**config.mk**
```make
export PLATFORM = sky130hd
export DESIGN_NAME = uart_rx_ctrl
export DESIGN_NICKNAME = d
export VERILOG_FILES = /design/src/rtl/uart_rx_ctrl.sv
export SDC_FILE = /design/constraint.sdc
export NUM_CORES = 1
export LEC_CHECK = 0
export ABC_CLOCK_PERIOD_IN_PS = 2580
export BUFFER_PORTS_ARGS = -buffer_cell sky130_fd_sc_hd__buf_2
export CORE_MARGIN = 2
export CORE_UTILIZATION = 40
export CTS_CLUSTER_DIAMETER = 120
export CTS_CLUSTER_SIZE = 20
export DETAILED_ROUTE_END_ITERATION = 12
export PLACE_DENSITY = 0.66
export SLEW_MARGIN = 20
export SYNTH_ARGS = -nofsm -noshare
export SYNTH_HDL_FRONTEND = slang
export SYNTH_SLANG_ARGS = --single-unit
```
**constraint.sdc**
```tcl
create_clock -name clk -period 2.58 [get_ports clk]
set_input_delay 0.129 -clock clk [delete_from_list [all_inputs] [get_ports clk]]
set_output_delay 0.129 -clock clk [all_outputs]
set_load 0.005 [all_outputs]
```
**src/rtl/uart_rx_ctrl.sv**
```systemverilog
// UART receive frame sequencer: walks start/data/parity/stop against the shared
// edge/bit counter, deserialises LSB-first and flags parity/stop/false-start.
module uart_rx_ctrl #(
  parameter int unsigned DATA_WIDTH = 8
) (
  input  logic                  clk,
  input  logic                  rst,
  input  logic                  rx_in_i,
  input  logic                  par_en_i,
  input  logic                  par_typ_i,
  input  logic [2:0]            edge_cnt_i,
  input  logic [3:0]            bit_cnt_i,
  input  logic                  sampled_bit_i,
  output logic                  cnt_enable_o,
  output logic                  cnt_clr_o,
  output logic                  samp_en_o,
  output logic [DATA_WIDTH-1:0] p_data_o,
  output logic                  data_valid_o,
  output logic                  par_err_o,
  output logic                  stp_err_o,
  output logic                  strt_glitch_o,
  output logic                  busy_o
);

  typedef enum logic [2:0] {
    StIdle,
    StStart,
    StData,
    StParity,
    StStop
  } state_e;

  state_e state_q, state_d;

  logic [DATA_WIDTH-1:0] shift_q, shift_d;
  logic [DATA_WIDTH-1:0] p_data_q, p_data_d;
  logic                  data_valid_q, data_valid_d;
  logic                  par_err_q, par_err_d;
  logic                  stp_err_q, stp_err_d;
  logic                  strt_glitch_q, strt_glitch_d;
  logic                  par_en_q, par_en_d;
  logic                  par_typ_q, par_typ_d;

  logic bit_end;
  logic start_det;
  logic exp_par;

  assign bit_end   = (state_q != StIdle) && (edge_cnt_i == 3'd7);
  assign start_det = (state_q == StIdle) && !rx_in_i;
  assign exp_par   = par_typ_q ? ~^shift_q : ^shift_q;

  always_ff @(posedge clk or negedge rst) begin
    if (!rst) begin
      state_q <= StIdle;
    end else begin
      state_q <= state_d;
    end
  end

  always_comb begin
    state_d = state_q;
    unique case (state_q)
      StIdle: begin
        if (!rx_in_i) state_d = StStart;
      end
      StStart: begin
        if (bit_end) state_d = sampled_bit_i ? StIdle : StData;
      end
      StData: begin
        // >= so a miscounting counter cannot trap the FSM in DATA
        if (bit_end && (bit_cnt_i >= 4'(DATA_WIDTH))) begin
          state_d = par_en_q ? StParity : StStop;
        end
      end
      StParity: begin
        if (bit_end) state_d = StStop;
      end
      StStop: begin
        if (bit_end) state_d = StIdle;
      end
      default: state_d = StIdle;
    endcase
  end

  always_comb begin
    shift_d       = shift_q;
    p_data_d      = p_data_q;
    data_valid_d  = 1'b0;
    strt_glitch_d = 1'b0;
    par_err_d     = par_err_q;
    stp_err_d     = stp_err_q;
    par_en_d      = par_en_q;
    par_typ_d     = par_typ_q;

    if (start_det) begin
      par_en_d  = par_en_i;
      par_typ_d = par_typ_i;
      par_err_d = 1'b0;
      stp_err_d = 1'b0;
    end

    if (bit_end) begin
      unique case (state_q)
        StStart: begin
          if (sampled_bit_i) strt_glitch_d = 1'b1;
        end
        StData: begin
          shift_d = {sampled_bit_i, shift_q[DATA_WIDTH-1:1]};
        end
        StParity: begin
          if (sampled_bit_i != exp_par) par_err_d = 1'b1;
        end
        StStop: begin
          stp_err_d = ~sampled_bit_i;
          if (!par_err_q && sampled_bit_i) begin
            p_data_d     = shift_q;
            data_valid_d = 1'b1;
          end
        end
        default: ;
      endcase
    end
  end

  always_ff @(posedge clk or negedge rst) begin
    if (!rst) begin
      shift_q       <= '0;
      p_data_q      <= '0;
      data_valid_q  <= 1'b0;
      par_err_q     <= 1'b0;
      stp_err_q     <= 1'b0;
      strt_glitch_q <= 1'b0;
      par_en_q      <= 1'b0;
      par_typ_q     <= 1'b0;
    end else begin
      shift_q       <= shift_d;
      p_data_q      <= p_data_d;
      data_valid_q  <= data_valid_d;
      par_err_q     <= par_err_d;
      stp_err_q     <= stp_err_d;
      strt_glitch_q <= strt_glitch_d;
      par_en_q      <= par_en_d;
      par_typ_q     <= par_typ_d;
    end
  end

  always_comb begin
    cnt_clr_o     = (state_q == StIdle);
    cnt_enable_o  = (state_q != StIdle);
    samp_en_o     = (state_q != StIdle);
    busy_o        = (state_q != StIdle);
    p_data_o      = p_data_q;
    data_valid_o  = data_valid_q;
    par_err_o     = par_err_q;
    stp_err_o     = stp_err_q;
    strt_glitch_o = strt_glitch_q;
  end

endmodule
```
== Word level (Yosys, flattened, before mapping) ==
Cells that the tools add are included.

* Register bits: 25
* Input port bits: 13
* Output and inout port bits: 16
* Word-level logic and storage cells: 57

* $lt $le $gt $ge: 1
* Equality and inequality tests: 11
* Multiplexer cells: 22
* Bitwise logic cells: 1
* Reductions and logical operators: 13

{| class="wikitable"
|+ Operators by type and width
! operator !! count
|-
| 3-bit 2-to-1 mux || 6
|-
| 3-bit one-hot mux with 5 select lines || 1
|-
| 1-bit 2-to-1 mux || 14
|-
| 2-bit != test (second input constant) || 5
|-
| 8-bit XNOR reduction || 1
|-
| 8-bit parity || 1
|-
| 3-bit by 2-bit == test with 1-bit output (second input constant) || 2
|-
| 3-bit == test (second input constant) || 2
|-
| 5-bit AND reduction || 1
|-
| 4-bit greater-or-equal comparator (second input constant) || 1
|-
| 1-bit logical AND || 4
|-
| 3-bit by 1-bit == test with 1-bit output (second input constant) || 1
|-
| 3-bit logical NOT || 1
|-
| 3-bit AND reduction || 1
|-
| 3-bit nonzero test || 1
|-
| 1-bit logical NOT || 2
|-
| 2-bit 2-to-1 mux || 1
|-
| 2-bit AND reduction || 1
|-
| 1-bit != test || 1
|-
| 1-bit inverter || 1
|}

== Longest topological paths before layout ==
Gate-level depths: netlist of run 1.

* Word-level depth: 6
* Gate-level depth with buffers: 6
* Depth with buffers taken out: 5

== Least setup slack after synthesis of run 1 ==
OpenSTA, ideal clock, no wires.

* Kind: reg2reg
* From: reg state_q[0]
* To: reg p_data_q[0] (netlist: p_data_o[0])
* Library setup time: 0.125 ns
* Data arrival time: 1.601 ns
* Data required time: 2.455 ns
* Setup slack: 0.854 ns
* Stages on the path, launching flop included: 6
* Buffers on the path: 2
* Clock period less this slack: 1.726 ns
* Cell sequence: dfrtp_1 -> buf_6 -> or3b_1 -> or3_1 -> buf_6 -> mux2_4

* Word-level cells in the longest chain between the ends: 3
* Elaborated cells on any way between the ends: 4
* Those cells by class: eq/ne: 1; reduce/logical: 3

{| class="wikitable"
|+ RTL lines
! element !! RTL line !! text
|-
| start: declaration || 33 || <nowiki>state_e state_q, state_d;</nowiki>
|-
| start signal: assignment || 54 || <nowiki>state_q <= StIdle;</nowiki>
|-
| start signal: assignment || 56 || <nowiki>state_q <= state_d;</nowiki>
|-
| 3-bit nonzero test || 48 || <nowiki>assign bit_end = (state_q != StIdle) && (edge_cnt_i == 3'd7);</nowiki>
|-
| 1-bit logical AND || 48 ||
|-
| 3-bit AND reduction (no source line) * || n/a ||
|-
| end signal: assignment || 137 || <nowiki>p_data_q <= p_data_d;</nowiki>
|-
| end: declaration || 36 || <nowiki>logic [DATA_WIDTH-1:0] p_data_q, p_data_d;</nowiki>
|}

Every way passes the cells marked *; elsewhere a longest branch is shown, timed or not.
A chain may end at the register's enable or synchronous reset.

== Worst setup path in the final report of run 1 ==
* From: reg state_q[2]
* To: reg p_data_q[7] (netlist: p_data_o[7])

The elaborated chain is that of the path after synthesis.

==> impl_metrics.json, run 1 <==
{
  "clock_latency_ns": 0.33,
  "synth_flop_cell": "dfrtp_1",
  "die_w_um": 58.5,
  "p_sw_share_pct": 34.9,
  "layout_common_cells": "dfrtp_1 (25), buf_2 (25), nand2_1 (9), mux2_2 (9), mux2_4 (8)",
  "areaGrowthSynthToFinish_pct": 15.1,
  "path_clk_slew_ns": 0.14,
  "port_buffers": 25,
  "ys_warn_count": 0,
  "diodes": 0,
  "post-dp-hpwl_um": 1440,
  "syn_inst": 92,
  "power.total_mw": 1.10,
  "antenna_found_initial": 0,
  "globalRouteTotalUtil_pct": 14.3,
  "die-area_um2": 3420,
  "ctsRootBufferMaster": "clkbuf_4",
  "boundaryPins": 29,
  "initial_core_util_pct": 42.7,
  "synth.net_count": 105,
  "ys_seq_area_share_pct": 52.7,
  "power.density_nw_per_um2": 805,
  "cts_made_buffers": 3,
  "outcome": "complete, no violations",
  "grt_max_degree": 26,
  "setup.worst_path.end_class": "flop",
  "drive_gt1_share_pct": 39.5,
  "worstPathRequired_ns": 2.81,
  "fillers": 253,
  "pwr-share-clk_pct": 16.8,
  "worstMarginPinSlew_ns": 0.637,
  "final_max_slew_viol_count": 0,
  "final.period_utilization_pct": 75.9,
  "die_h_um": 58.5,
  "critPathKind": "flop to flop",
  "path_cells": "or3b_1 -> or3_1 -> mux2_4",
  "nets": 133,
  "cts_post_setup_buffers_inserted": 0,
  "ys_ff_latch": 25,
  "first_pass_iters": 4,
  "synth_edf_count": 0,
  "setup_viol": 0,
  "cts_tree": "built",
  "pwr-share-comb_pct": 34.8,
  "fin_crit_ns": 1.96,
  "critPathMaxStageDelay_ns": 0.57,
  "whs_ns": 0.0554,
  "slowest_stage": "or3_1",
  "arrival_ns": 2.19,
  "finalSetupTns_ns": 0,
  "finalHoldViolations": 0,
  "internal_power_mw": 0.716,
  "syn_area_um2": 1190,
  "rsz0062_at_grt": "no",
  "max_slew_margin_pct": 57.3,
  "max_cap_violations": 0,
  "via_per_inst": 5.14,
  "ys_types": 29,
  "synth.avg_cell_area_um2": 12.9,
  "htreeDepth": 1,
  "drc_errors": 0,
  "p_switching_mw": 0.384,
  "route.vias.total": 771,
  "clock.fmax_mhz": 511,
  "startpoint_type": "flop",
  "grt_pass1_vias": 775,
  "multi_input_area_um2": 502,
  "p_seq_share_pct": 48.4,
  "gp_congestion": 0.821,
  "skew_ns": 0.00502,
  "cts.path.max_buffers": 2,
  "wl_per_cell_um": 13.6,
  "rows": 19,
  "grt_first_pass_wirelength_um": 3550,
  "clock-sinks": 25,
  "min_path_type": "input port to flop",
  "grt_remaining_overflow": 0,
  "peakVddDrop_mv": 0.554,
  "ff_latch_area_um2": 626,
  "cp_max_fo": 9,
  "synth-async-reset-ratio_pct": 100,
  "core-area_um2": 2780,
  "p_leak_nw": 0.727,
  "antenna_left": 0,
  "drtIter0Drc": 17,
  "routed_wl_um": 2050
}
## power by group through the flow
stage          Clock [mW]  Sequential, mW  Combinational [mW]
2_1_floorplan           0           0.499               0.354
3_3_place_gp            0           0.536               0.370
3_5_place_dp            0           0.537               0.380
4_1_cts             0.194           0.530               0.385
5_1_grt             0.220           0.545               0.427
6_report            0.185           0.533               0.383
## metal layers
metal | global-route usage [%] | up-vias | share of wire (%)
li1 | - | 375 | -
met1 | 18.8 | 371 | 49
met2 | 22.6 | 21 | 45
met3 | 2.64 | 4 | 4.1
met4 | 6.98 | 0 | 2.1
met5 | 0 | - | 0
## repair_timing
action                                 CTS  global route
setup endpoints to repair                0             0
endpoints found under the hold margin   27             0
hold buffers                             3             0
gates resized for setup                  0             0
## path summary, 6_finish.rpt
| check | startpoint | end | slack (ns) | depth (start not counted) |
|---|---|---|---|---|
| setup / recovery | state_q[2]$_DFFE_PN0P_ | p_data_o[7]$_DFFE_PN0P_ | 0.62 | 3 |
| hold / removal | sampled_bit_i | stp_err_o$_DFF_PN0_ | 0.06 | 2 |
| setup reg to reg | state_q[2]$_DFFE_PN0P_ | p_data_o[7]$_DFFE_PN0P_ | 0.62 | 3 |
| hold reg to reg | par_en_q$_DFFE_PN0P_ | par_en_q$_DFFE_PN0P_ | 0.51 | 2 |
| max in group asynchronous | rst | strt_glitch_o$_DFF_PN0_ | 1.92 | 2 |
| min in group asynchronous | rst | stp_err_o$_DFF_PN0_ | 0.30 | 2 |
## sequential cells by signal, indices dropped and copies added, names as in the netlist
| name | cells |
|---|---|
| state_q | 3 |
| par_err_o | 1 |
| shift_q | 8 |
| strt_glitch_o | 1 |
| stp_err_o | 1 |
| par_en_q | 1 |
| p_data_o | 8 |
| par_typ_q | 1 |
| data_valid_o | 1 |
## metrics by stage
stage,instances,util (%),setup WS [ns],instance area [µm²]
detailed placement,143,47.0,0.632,1310
global route,150,49.1,0.547,1370
global placement,143,47.0,0.641,1310
floorplan,92,-,0.854,1190
finish,150,49.1,0.622,1370
CTS,150,49.1,0.616,1370
## Yosys cell counts (2+ instances only)
library cell / number / area (µm²)
buf_6: 2 / 22.5
o21ai_0: 2 / 10.0
nand2b_1: 2 / 12.5
mux2_4: 8 / 120
nor2_1: 3 / 11.3
buf_4: 3 / 22.5
xnor2_1: 6 / 52.6
o32ai_1: 2 / 17.5
dfrtp_1: 25 / 626
inv_1: 4 / 15.0
mux2_2: 9 / 101
nand2_1: 9 / 33.8
## worst max-delay path: cells and delay by family, from the launching register on
kind | cells | cell delay (ns)
AND/OR/NAND/NOR | 2 | 0.97
multiplexers | 1 | 0.38
flip-flops | 1 | 0.50
## cells by family (layout without fill, tap and decap cells)
family | Yosys count | after routing | synth area share (%)
compound gates | 8 | 8 | 4.95
xor+xnor | 8 | 8 | 7.06
buf+inv | 9 | 36 | 5.06
flops | 25 | 25 | 52.7
mux | 18 | 18 | 19.5
simple gates | 24 | 24 | 10.7
## cell type report
cell class                      count  area share (%)
Clock inverter                      1           0.549
Clock buffer                        3            1.65
Tap cell                           31            2.84
Inverter                            4            1.10
Sequential cell                    25            45.8
Multi-Input combinational cell     58            36.7
Timing Repair Buffer               28            11.4
No activity file was read; power rests on OpenSTA's default activity.
==> inputs of run 2 (changes only) <==
Settings changed: ABC_CLOCK_PERIOD_IN_PS 2580 to 1650, PLACE_DENSITY 0.66 to 0.68.
Clock period 2.58 ns to 1.65 ns, I/O delays scaled along.
==> impl_metrics.json, run 2 (synthesis gave the netlist of run 1 again) <==
{
  "grt_pass1_vias": 825,
  "startpoint_type": "flop",
  "nets": 143,
  "pwr-share-clk_pct": 15.1,
  "globalRouteTotalUtil_pct": 14.4,
  "fin_crit_ns": 1.71,
  "boundaryPins": 29,
  "rr_endpoint": "p_data_o[1]$_DFFE_PN0P_",
  "critPathMaxStageDelay_ns": 0.41,
  "cp_max_fo": 5,
  "final_max_slew_viol_count": 0,
  "grt_first_pass_wirelength_um": 3710,
  "p_switching_mw": 0.658,
  "power.density_nw_per_um2": 1290,
  "worstMarginPinSlew_ns": 0.561,
  "whs_ns": 0.0293,
  "clock_latency_ns": 0.32,
  "min_path_cells": 2,
  "cts_tree": "built",
  "clock-sinks": 25,
  "pwr-share-comb_pct": 43.6,
  "preCtsSetupSlack_ns": -0.0453,
  "path_clk_slew_ns": 0.14,
  "initial_core_util_pct": 42.7,
  "htreeDepth": 1,
  "grt_remaining_overflow": 0,
  "layout_common_cells": "dfrtp_1 (25), buf_2 (25), nand2_1 (9), mux2_2 (9)",
  "fillers": 245,
  "drtIter0Drc": 26,
  "path_cells": "or3b_4 -> or3_4 -> buf_6 -> mux2_4",
  "p_sw_share_pct": 34.6,
  "via_per_inst": 5.26,
  "ff2ff_setup_slack_ns": -0.06,
  "skew_ns": 0.00209,
  "slowest_stage": "dfrtp_1",
  "hold_path_end": "stp_err_o$_DFF_PN0_",
  "final.period_utilization_pct": 104,
  "hp-start": "sampled_bit_i",
  "finalSetupTns_ns": -0.406,
  "peakVddDrop_mv": 0.860,
  "core-area_um2": 2780,
  "die-area_um2": 3420,
  "rows": 19,
  "routed_wl_um": 2320,
  "setup.worst_path.end_class": "flop",
  "first_pass_iters": 4,
  "die_h_um": 58.5,
  "diodes": 0,
  "finalHoldViolations": 0,
  "antenna_found_initial": 0,
  "port_buffers": 25,
  "internal_power_mw": 1.24,
  "setup_viol": 8,
  "route.vias.total": 842,
  "r2r_start": "state_q[1]$_DFFE_PN0P_",
  "cts_made_buffers": 3,
  "critPathKind": "flop to flop",
  "max_cap_violations": 0,
  "min_path_type": "input port to flop",
  "drive_gt1_share_pct": 47.3,
  "p_leak_nw": 0.790,
  "grt_max_degree": 26,
  "gp_congestion": 0.826,
  "antenna_left": 0,
  "max_slew_margin_pct": 62.6,
  "fin_ws_ns": -0.0581,
  "cts.path.max_buffers": 2,
  "clock.fmax_mhz": 585,
  "dp.cells": 151,
  "ctsRootBufferMaster": "clkbuf_4",
  "areaGrowthSynthToFinish_pct": 23.7,
  "p_seq_share_pct": 41.3,
  "drc_errors": 0,
  "r2r_cells": 4,
  "outcome": "complete, but fails checks",
  "stdcell_count": 160,
  "die_w_um": 58.5,
  "rsz0062_at_grt": "yes",
  "post-dp-hpwl_um": 1580,
  "wl_per_cell_um": 14.5,
  "violations": "negative setup slack",
  "arrival_ns": 1.94,
  "worstPathRequired_ns": 1.88
}
==> run 2: cell type report <==
cell class	instances	area, µm²	share of cell area [%]
clock buffer	3	22.5	1.53
timing repair buffer	38	238	16.2
tap	31	38.8	2.64
inverter	4	15.0	1.02
multi-input combinational	58	522	35.5
sequential	25	626	42.6
clock inverter	1	7.51	0.511
==> run 2: repair_timing <==
item / in CTS / in global routing
cloned: 0 / 1
setup endpoints to repair: 9 / 14
buffers inserted: 1 / 0
resized for setup: 2 / 7
pin swaps: 1 / 0
hold buffers: 3 / 0
endpoints found under the hold margin: 27 / 0
==> run 2: how the worst max path moves through the flow <==
stage | start | to | cells past startpoint
2_1_floorplan | state_q[0]$_DFFE_PN0P_ | p_data_o[0]$_DFFE_PN0P_ | 5
3_3_place_gp | state_q[1]$_DFFE_PN0P_ | p_data_o[1]$_DFFE_PN0P_ | 4
3_5_place_dp | state_q[1]$_DFFE_PN0P_ | p_data_o[4]$_DFFE_PN0P_ | 4
4_1_cts | state_q[1]$_DFFE_PN0P_ | p_data_o[1]$_DFFE_PN0P_ | 4
5_1_grt | state_q[1]$_DFFE_PN0P_ | p_data_o[6]$_DFFE_PN0P_ | 4
6_report | state_q[1]$_DFFE_PN0P_ | p_data_o[1]$_DFFE_PN0P_ | 4
==> run 2: power groups by stage <==
| stage | combinational [mW] | sequential, mW | clock [mW] |
|---|---|---|---|
| finish | 0.828 | 0.785 | 0.288 |
| CTS | 0.787 | 0.782 | 0.294 |
| detailed placement | 0.743 | 0.794 | 0 |
| global placement | 0.729 | 0.786 | 0 |
| floorplan | 0.553 | 0.781 | 0 |
| global route | 0.902 | 0.798 | 0.319 |
==> run 2: stage by stage <==
stage / utilization [%] / cell area [µm²] / power [mW]
final: 52.8 / 1470 / 1.90
after global routing: 52.8 / 1470 / 2.02
after CTS: 51.7 / 1440 / 1.86
after detailed placement: 49.1 / 1370 / 1.54
after global placement: 49.1 / 1370 / 1.51
after floorplan: - / 1190 / 1.33
==> run 2: critical path, delay by kind of cell (launching register included) <==
family,cells,cell delay [ns]
buf+inv,1,0.15
flops,1,0.41
mux,1,0.29
simple gates,2,0.77
==> run 2: routing by layer <==
layer / routed length [µm] / global-route usage [%]
met1: 1020 / 18.9
met2: 1160 / 23.6
met3: 109 / 2.64
met4: 33 / 5.98
met5: 0 / 0
==> inputs of run 3 (changes only) <==
Settings changed: ABC_CLOCK_PERIOD_IN_PS 1650 to 1850, GPL_TIMING_DRIVEN set to 0, PLACE_DENSITY 0.68 to 0.66.
Clock period 1.65 ns to 1.85 ns, I/O delays scaled along.
==> impl_metrics.json, run 3 (synthesis gave the netlist of run 1 again) <==
{
  "outcome": "complete, no violations",
  "post-route-util_pct": 53.5,
  "dr_wl_met2_um": 1100,
  "min_path_cells": 2,
  "via_per_inst": 5.21,
  "ctsRootBufferMaster": "clkbuf_4",
  "setup.worst_path.end_class": "flop",
  "slowest_stage": "dfrtp_1",
  "cp_num_buf_inv": 2,
  "antenna_found_initial": 0,
  "finalSetupTns_ns": 0,
  "antenna_left": 0,
  "final_max_slew_viol_count": 0,
  "grt_first_pass_wirelength_um": 3490,
  "rsz0062_at_grt": "no",
  "port_buffers": 25,
  "fillers": 243,
  "grt_pass1_vias": 765,
  "power.density_nw_per_um2": 1180,
  "grt_remaining_overflow": 0,
  "path_cells": "buf_6 -> or3b_4 -> or3_4 -> buf_4 -> mux2_4",
  "critPathMaxStageDelay_ns": 0.40,
  "clock.fmax_mhz": 556,
  "nets": 145,
  "gp_congestion": 0.797,
  "rows": 19,
  "finalHoldViolations": 0,
  "cts_tree": "built",
  "preCtsSetupSlack_ns": 0.0522,
  "critPathKind": "flop to flop",
  "skew_ns": 0.00149,
  "ff_latch_area_um2": 627,
  "die_h_um": 58.5,
  "grt_max_degree": 26,
  "routed_wl_um": 2270,
  "min_path_type": "input port to flop",
  "max_slew_margin_pct": 62.7,
  "fin_area_um2": 1490,
  "clock-sinks": 25,
  "dp.cells": 148,
  "wl_met3_um": 113,
  "drive_gt1_share_pct": 48.1,
  "clock_latency_ns": 0.32,
  "max_cap_violations": 0,
  "globalRouteTotalUtil_pct": 13.7,
  "die-area_um2": 3420,
  "htreeDepth": 1,
  "highest_layer": "met4",
  "p_leak_nw": 0.800,
  "areaGrowthSynthToFinish_pct": 25.3,
  "layout_common_cells": "buf_2 (25), dfrtp_1 (24), nand2_1 (9), mux2_2 (9), buf_4 (9)",
  "multi_input_area_um2": 520,
  "m1WireLength_um": 1020,
  "path_depth": 5,
  "whs_ns": 0.0336,
  "cts.path.max_buffers": 2,
  "cp_max_fo": 5,
  "arrival_ns": 2.03,
  "drtIter0Drc": 33,
  "setup_viol": 0,
  "first_pass_iters": 4,
  "cp_top_family": "simple AND/OR/NAND/NOR gates",
  "die_w_um": 58.5,
  "dpl_cell_area_um2": 1350,
  "peakVddDrop_mv": 0.832,
  "initial_core_util_pct": 42.7,
  "route.vias.total": 844,
  "core-area_um2": 2780,
  "stdcell_count": 162,
  "post-dp-hpwl_um": 1490,
  "worstMarginPinSlew_ns": 0.560,
  "drc_errors": 0,
  "diodes": 0,
  "wl_per_cell_um": 14.0,
  "path_clk_slew_ns": 0.14,
  "fin_ws_ns": 0.0505,
  "layout_commonest_cell": "buf_2",
  "r2r_cells": 5,
  "boundaryPins": 29,
  "power.total_mw": 1.75,
  "cts_made_buffers": 3,
  "worstPathRequired_ns": 2.08,
  "fin_crit_ns": 1.80,
  "startpoint_type": "flop",
  "final.period_utilization_pct": 97.3
}
run 3: worst register-to-register path: stages (launching register included):
cell and delay [ns]:
dfrtp_1 0.40, buf_6 0.12, or3b_4 0.37, or3_4 0.36
buf_4 0.17, mux2_4 0.29
run 3: power by group:
| group | switching (mW) | total, mW | internal, mW |
|---|---|---|---|
| combinational | 0.354 | 0.792 | 0.438 |
| sequential | 0.0699 | 0.703 | 0.633 |
| clock | 0.174 | 0.256 | 0.0826 |
run 3: final cells by class:
| class | count | area share (%) |
|---|---|---|
| Multi-Input combinational cell | 58 | 35.0 |
| Sequential cell | 25 | 42.1 |
| Clock buffer | 3 | 1.51 |
| Buffer | 5 | 3.28 |
| Inverter | 4 | 1.01 |
| Tap cell | 31 | 2.61 |
| Clock inverter | 1 | 0.505 |
| Timing Repair Buffer | 35 | 14.0 |
run 3: worst paths after layout:
kind | startpoint | endpoint | slack [ns]
max | state_q[0]$_DFFE_PN0P_ | p_data_o[5]$_DFFE_PN0P_ | 0.05
min | sampled_bit_i | stp_err_o$_DFF_PN0_ | 0.03
max reg2reg | state_q[0]$_DFFE_PN0P_ | p_data_o[5]$_DFFE_PN0P_ | 0.05
min reg2reg | p_data_o[0]$_DFFE_PN0P_ | p_data_o[0]$_DFFE_PN0P_ | 0.52
max in group asynchronous | rst | state_q[1]$_DFFE_PN0P_ | 1.18
min in group asynchronous | rst | par_en_q$_DFFE_PN0P_ | 0.27
run 3: timing repair:
| action | in CTS | in global routing |
|---|---|---|
| gates resized for setup | 0 | 8 |
| hold buffers | 3 | 0 |
| endpoints found under the hold margin | 27 | 0 |
| endpoints found under the setup margin | 0 | 18 |
| buffers inserted | 0 | 6 |
run 3: routing by layer:
metal  up-vias  global-route usage [%]
met3         4                    1.98
met4         0                    5.98
li1        394                       -
met2        37                    22.0
met1       409                    18.5
met5         -                       0
